[config.mk]
export PLATFORM = sky130hd
export DESIGN_NAME = mole_game_ctrl
export DESIGN_NICKNAME = d
export VERILOG_FILES = /design/src/rtl/mole_game_ctrl.sv
export SDC_FILE = /design/constraint.sdc
export NUM_CORES = 1
export LEC_CHECK = 0
export CORE_MARGIN = 4
export CORE_UTILIZATION = 45
export CTS_BUF_LIST = sky130_fd_sc_hd__clkbuf_8
export DETAILED_ROUTE_END_ITERATION = 16
export GPL_ROUTABILITY_DRIVEN = 0
export PLACE_DENSITY_LB_ADDON = 0.08
export SYNTH_ARGS = -nofsm -noshare
export SYNTH_HDL_FRONTEND = slang
export SYNTH_SLANG_ARGS = --single-unit
[constraint.sdc]
create_clock -name clk -period 5.1 [get_ports clk]
set_input_delay 1.02 -clock clk [delete_from_list [all_inputs] [get_ports clk]]
set_output_delay 1.02 -clock clk [all_outputs]
set_load 0.05 [all_outputs]
[src/rtl/mole_game_ctrl.sv]
// mole_game_ctrl: whack-a-mole sequencer.
// Picks pseudo-random mole slots and times each mole on the game tick.
// Judges debounced presses, keeps a 2-digit BCD score and ends the game
// after a set number of misses. Single clock domain; every output is registered.
module mole_game_ctrl #(
  parameter int         MOLE_TICKS  = 1000,
  parameter int         FLASH_TICKS = 250,
  parameter int         MISS_LIMIT  = 3,
  parameter logic [7:0] LFSR_SEED   = 8'hA5
) (
  input  logic       clk,
  input  logic       rst_n,
  input  logic       tick,
  input  logic       start,
  input  logic       btn_valid,
  input  logic [2:0] btn_pos,
  output logic [2:0] mole_position,
  output logic       guess_correct,
  output logic       guess_wrong,
  output logic [3:0] digit_1,
  output logic [3:0] digit_2,
  output logic       game_over
);

  // The tick counter is shared by the mole timer and the flash timer.
  localparam int CNT_MAX = (MOLE_TICKS > FLASH_TICKS) ? MOLE_TICKS : FLASH_TICKS;
  localparam int CNT_W   = (CNT_MAX > 1) ? $clog2(CNT_MAX) : 1;

  localparam logic [CNT_W-1:0] MOLE_LAST  = CNT_W'(MOLE_TICKS - 1);
  localparam logic [CNT_W-1:0] FLASH_LAST = CNT_W'(FLASH_TICKS - 1);
  localparam logic [2:0]       MISS_MAX   = 3'(MISS_LIMIT);

  typedef enum logic [2:0] {
    IDLE,
    SHOW,
    HIT,
    MISS,
    GAME_OVER
  } state_t;

  state_t           state;
  logic [CNT_W-1:0] tick_cnt;
  logic [2:0]       misses;
  logic [7:0]       lfsr;
  logic [2:0]       lfsr_mod5;
  logic [2:0]       next_pos;

  // Free-running 8-bit Fibonacci LFSR (x^8+x^6+x^5+x^4+1), stepping every clock.
  always_ff @(posedge clk or negedge rst_n) begin
    if (!rst_n) begin
      lfsr <= LFSR_SEED;
    end else begin
      lfsr <= {lfsr[6:0], lfsr[7] ^ lfsr[5] ^ lfsr[4] ^ lfsr[3]};
    end
  end

  // Next mole slot: LFSR modulo 5, bumped by one slot so it never repeats.
  always_comb begin
    lfsr_mod5 = 3'(lfsr % 8'd5);
    next_pos  = lfsr_mod5;
    if (lfsr_mod5 == mole_position) begin
      next_pos = (lfsr_mod5 == 3'd4) ? 3'd0 : lfsr_mod5 + 3'd1;
    end
  end

  // Game FSM with registered mole, flags, BCD score, miss count and game_over.
  always_ff @(posedge clk or negedge rst_n) begin
    if (!rst_n) begin
      state         <= IDLE;
      tick_cnt      <= '0;
      misses        <= 3'd0;
      mole_position <= 3'd2;
      guess_correct <= 1'b0;
      guess_wrong   <= 1'b0;
      digit_1       <= 4'd0;
      digit_2       <= 4'd0;
      game_over     <= 1'b0;
    end else begin
      case (state)
        IDLE, GAME_OVER: begin
          if (start) begin
            digit_1       <= 4'd0;
            digit_2       <= 4'd0;
            misses        <= 3'd0;
            mole_position <= next_pos;
            tick_cnt      <= '0;
            game_over     <= 1'b0;
            state         <= SHOW;
          end
        end

        SHOW: begin
          if (btn_valid && (btn_pos <= 3'd4)) begin
            tick_cnt <= '0;
            if (btn_pos == mole_position) begin
              state         <= HIT;
              guess_correct <= 1'b1;
              if (!((digit_1 == 4'd9) && (digit_2 == 4'd9))) begin
                if (digit_2 == 4'd9) begin
                  digit_2 <= 4'd0;
                  digit_1 <= digit_1 + 4'd1;
                end else begin
                  digit_2 <= digit_2 + 4'd1;
                end
              end
            end else begin
              state       <= MISS;
              guess_wrong <= 1'b1;
              if (misses < MISS_MAX) begin
                misses <= misses + 3'd1;
              end
            end
          end else if (tick) begin
            if (tick_cnt == MOLE_LAST) begin
              tick_cnt    <= '0;
              state       <= MISS;
              guess_wrong <= 1'b1;
              if (misses < MISS_MAX) begin
                misses <= misses + 3'd1;
              end
            end else begin
              tick_cnt <= tick_cnt + CNT_W'(1);
            end
          end
        end

        HIT, MISS: begin
          if (tick) begin
            if (tick_cnt == FLASH_LAST) begin
              tick_cnt      <= '0;
              guess_correct <= 1'b0;
              guess_wrong   <= 1'b0;
              if (misses == MISS_MAX) begin
                state     <= GAME_OVER;
                game_over <= 1'b1;
              end else begin
                mole_position <= next_pos;
                state         <= SHOW;
              end
            end else begin
              tick_cnt <= tick_cnt + CNT_W'(1);
            end
          end
        end

        default: begin
          state <= IDLE;
        end
      endcase
    end
  end

endmodule
==> run summary <==
The flow ran to the end, and the final reports show no timing, DRC or antenna violations. The arrival time of data at the critical path endpoint came out at 4750 ps. The clock latency reported for the late side of the worst-skew pair is 290 ps. The slew at the pin closest to its max-slew limit came out at 850 ps. The CTS H-tree depth came out at 2. The worst-path maximum fanout is 14.

For this run, the total global-route usage over all layers was measured as 0.170. The floorplan step defined a die boundary enclosing 7600 um2. In this run the remaining antenna-violating nets after routing total 0. The post-synthesis instance total came out at 323. The count of warnings emitted by yosys is 0. The starting utilization of the core area is 0.471. The detailed-placement wirelength estimate is 4.38 mm.

The clock edge transition at the registers on the reported setup and hold paths is 80 ps. The overflow left after global routing came out at 0. The number of design-rule violations left by the first detailed-router iteration came out at 58. The die extent in x is 87.2 um. No sink is reached through more buffers than the 2 on the longest clock path. The via count of the first global-routing pass is 2216. The mean post-synth cell area is 8.74 um2.

In the finished design, the share of the clock period the worst path needs comes to 0.892. The worst setup path is launched from a flop. Setup repair after global routing left no endpoint under its margin.

The element type at the critical path end is a flop. The fraction of registers with async set or reset after synthesis is 1.00. The number of remaining DRC errors is 0.

The power per unit of standard cell area is 373 nW/um2. The minimum clock period came out at 4550 ps. The depth of the worst hold-timing path is 0.

In this run, post-CTS repair resized a total of 0 instances. The number of top-level pins came out at 22. The total CTS buffers is 5.

The initial antenna violation count is 0. The ratio of cells with drive above 1 in the final layout came out at 0.0772. The number of nets handed over by synthesis was 343. Counting cells, the worst reg-to-reg path comes to 16. The worst setup path is of the flop to flop kind. The number of hold-repair buffers added at the cts stage came out at 0.

The number of distinct library cell variants in the gate-level netlist after synthesis is 70. In this run the cell area of the synthesized design comes to 2820 um2. The first global-routing pass estimated 10.5 mm of wire. The highest attainable clock frequency is 220 MHz. The worst reg-to-reg setup slack came out at 550 ps.

The number of diodes is 0. After layout, the design draws a total of 0.00117 W. The flip-flop cell with the highest count after synthesis is dfrtp_1. The number of port buffers came out at 21. The tree is rooted in a clkbuf_8.

After the last flow step, the layout net total stands at 356. The region available for standard cell placement spans 5990 um2. The maximum resistive drop on vdd is 0.249 mV. The number of iterations in the first detailed-routing pass came out at 4.

The aggregate negative setup slack came out at 0 ps. The detailed router placed 2358 vias in this run. The number of synthesized flops with an enable pin came out at 0.

Across the run, the number of max-cap violations was 0. The growth of design area from synthesis to finish came out at 11.5%. The final hold violation count was 0.

The number of post-CTS setup repair buffers is 0. The tree built by TritonCTS fans out to 38 sinks. The count of final setup violators is 0. The average detailed-routed wire length per instance is 14.6 um. The placement row count came out at 28.

The worst clock skew on the final layout is 7.02 ps. The overall die height came out at 87.2 um. Summed over all cells, the static leakage comes to 1.26 nW. The maximum number of pins on one net before global-route repair is 39. The synthesis-stage register bit count came out at 38. The relative max-transition margin is 0.433. STA puts the critical path data required time at 5300 ps. In this run the worst hold path is classified as flop to flop. After detailed routing, the total wire length is 6.02 mm. The vias per cell came out at 5.72. The fraction of the yosys area taken by sequential cells came out at 0.339. The final max-slew violation count came out at 0. TritonCTS built the clock tree.
[kinds of logic (layout without fill, tap and decap cells)]
family	after synthesis	count (layout)	synth area share
AOI/OAI and AO/OA	83	83	0.207
xor gates and xnor gates	23	23	0.0740
adders and majority gates	12	12	0.0532
buffers and inverters	31	45	0.0505
DFF	38	38	0.339
muxes	5	5	0.0177
and+or+nand+nor	131	131	0.258
[critical path, stage by stage, from the launching register on]
cell      delay (ps)
dfstp_2          680
or3b_1           420
nor3b_1          340
or2_2            190
nor2_1            60
ha_1             210
nor3_1           240
and3_1           230
o31ai_1           70
a21oi_1          220
inv_1            120
ha_1             240
o22a_4           290
or3_4            350
a22oi_1          180
or4b_1           450
o211ai_1         180
[registers in the layout, summed over array words and instances (netlist names)]
name and cells:
game_over 1, guess_wrong 1, lfsr 8, guess_correct 1, misses 3, tick_cnt 10, state 3, digit_2 4
digit_1 4, mole_position 3
[power by group]
group,switching [W],internal [W]
clock,0.000103,0.000144
sequential,0.0000794,0.000362
combinational,0.000315,0.000171
[layout by cell type, fill, tap and decap left out, drive strengths merged, types with 6 or more instances in the layout]
cell type | Yosys | layout
nand2b | 6 | 6
nor3 | 10 | 10
or3 | 7 | 7
ha | 12 | 12
nand2 | 31 | 31
a21oi | 16 | 16
clkdlybuf4s50 | 0 | 20
inv | 16 | 16
or2 | 6 | 6
nand3 | 7 | 7
o21ai | 27 | 27
nor2 | 27 | 27
xor2 | 14 | 14
xnor2 | 9 | 9
nor3b | 6 | 6
dfrtp | 33 | 33
[through the flow]
step | hold slack [ps] | setup WS (ps) | cells | utilization | cell area, um2
floorplan | 403 | 1050 | 323 | - | 2820
global placement | 488 | 706 | 404 | 0.507 | 3040
detailed placement | 496 | 620 | 404 | 0.507 | 3040
CTS | 508 | 580 | 412 | 0.525 | 3150
global route | 533 | 205 | 412 | 0.525 | 3150
finish | 512 | 552 | 412 | 0.525 | 3150
[routing by layer]
layer | vias up | track usage | share of wire
met1 | 1128 | 0.240 | 0.50
met4 | 0 | 0.0460 | 0.011
li1 | 1194 | - | -
met5 | - | 0 | 0
met2 | 30 | 0.271 | 0.47
met3 | 6 | 0.0255 | 0.021
[path summary, 6_finish.rpt]
check,start,end
max,lfsr[5],mole_position[0]
min,lfsr[5],lfsr[6]
max reg2reg,lfsr[5],mole_position[0]
min reg2reg,lfsr[5],lfsr[6]
max in group asynchronous,rst_n,game_over
min in group asynchronous,rst_n,tick_cnt[4]
[cell type report]
class	instances	area, um2
Fill cell	578	2840
Multi-Input combinational cell	254	1720
Sequential cell	38	957
Timing Repair Buffer	21	205
Tap cell	75	93.8
Clock buffer	5	68.8
Inverter	16	60.1
Clock inverter	3	40.0
[synthesized netlist by cell type (3+ instances only)]
library cell	instances	area, um2
o31ai_1	3	22.5
and3b_1	3	26.3
nor2_1	27	101
a211oi_1	4	30.0
nor3_1	10	50.1
mux2i_1	5	50.1
or2_2	5	31.3
ha_1	12	150
nor3b_1	6	45.0
inv_1	16	60.1
nand2b_1	6	37.5
nand2_1	31	116
nor4bb_1	3	30.0
o21ai_0	25	125
dfstp_2	5	131
a21oi_1	16	80.1
and3_1	3	18.8
nor2b_1	3	18.8
or3_1	6	37.5
o22ai_1	3	18.8
xor2_1	13	114
nand3_1	7	35.0
dfrtp_1	33	826
buf_2	3	15.0
nand4_1	3	18.8
xnor2_1	9	78.8
clkbuf_1	7	26.3
(Power assumes the default switching activity.)
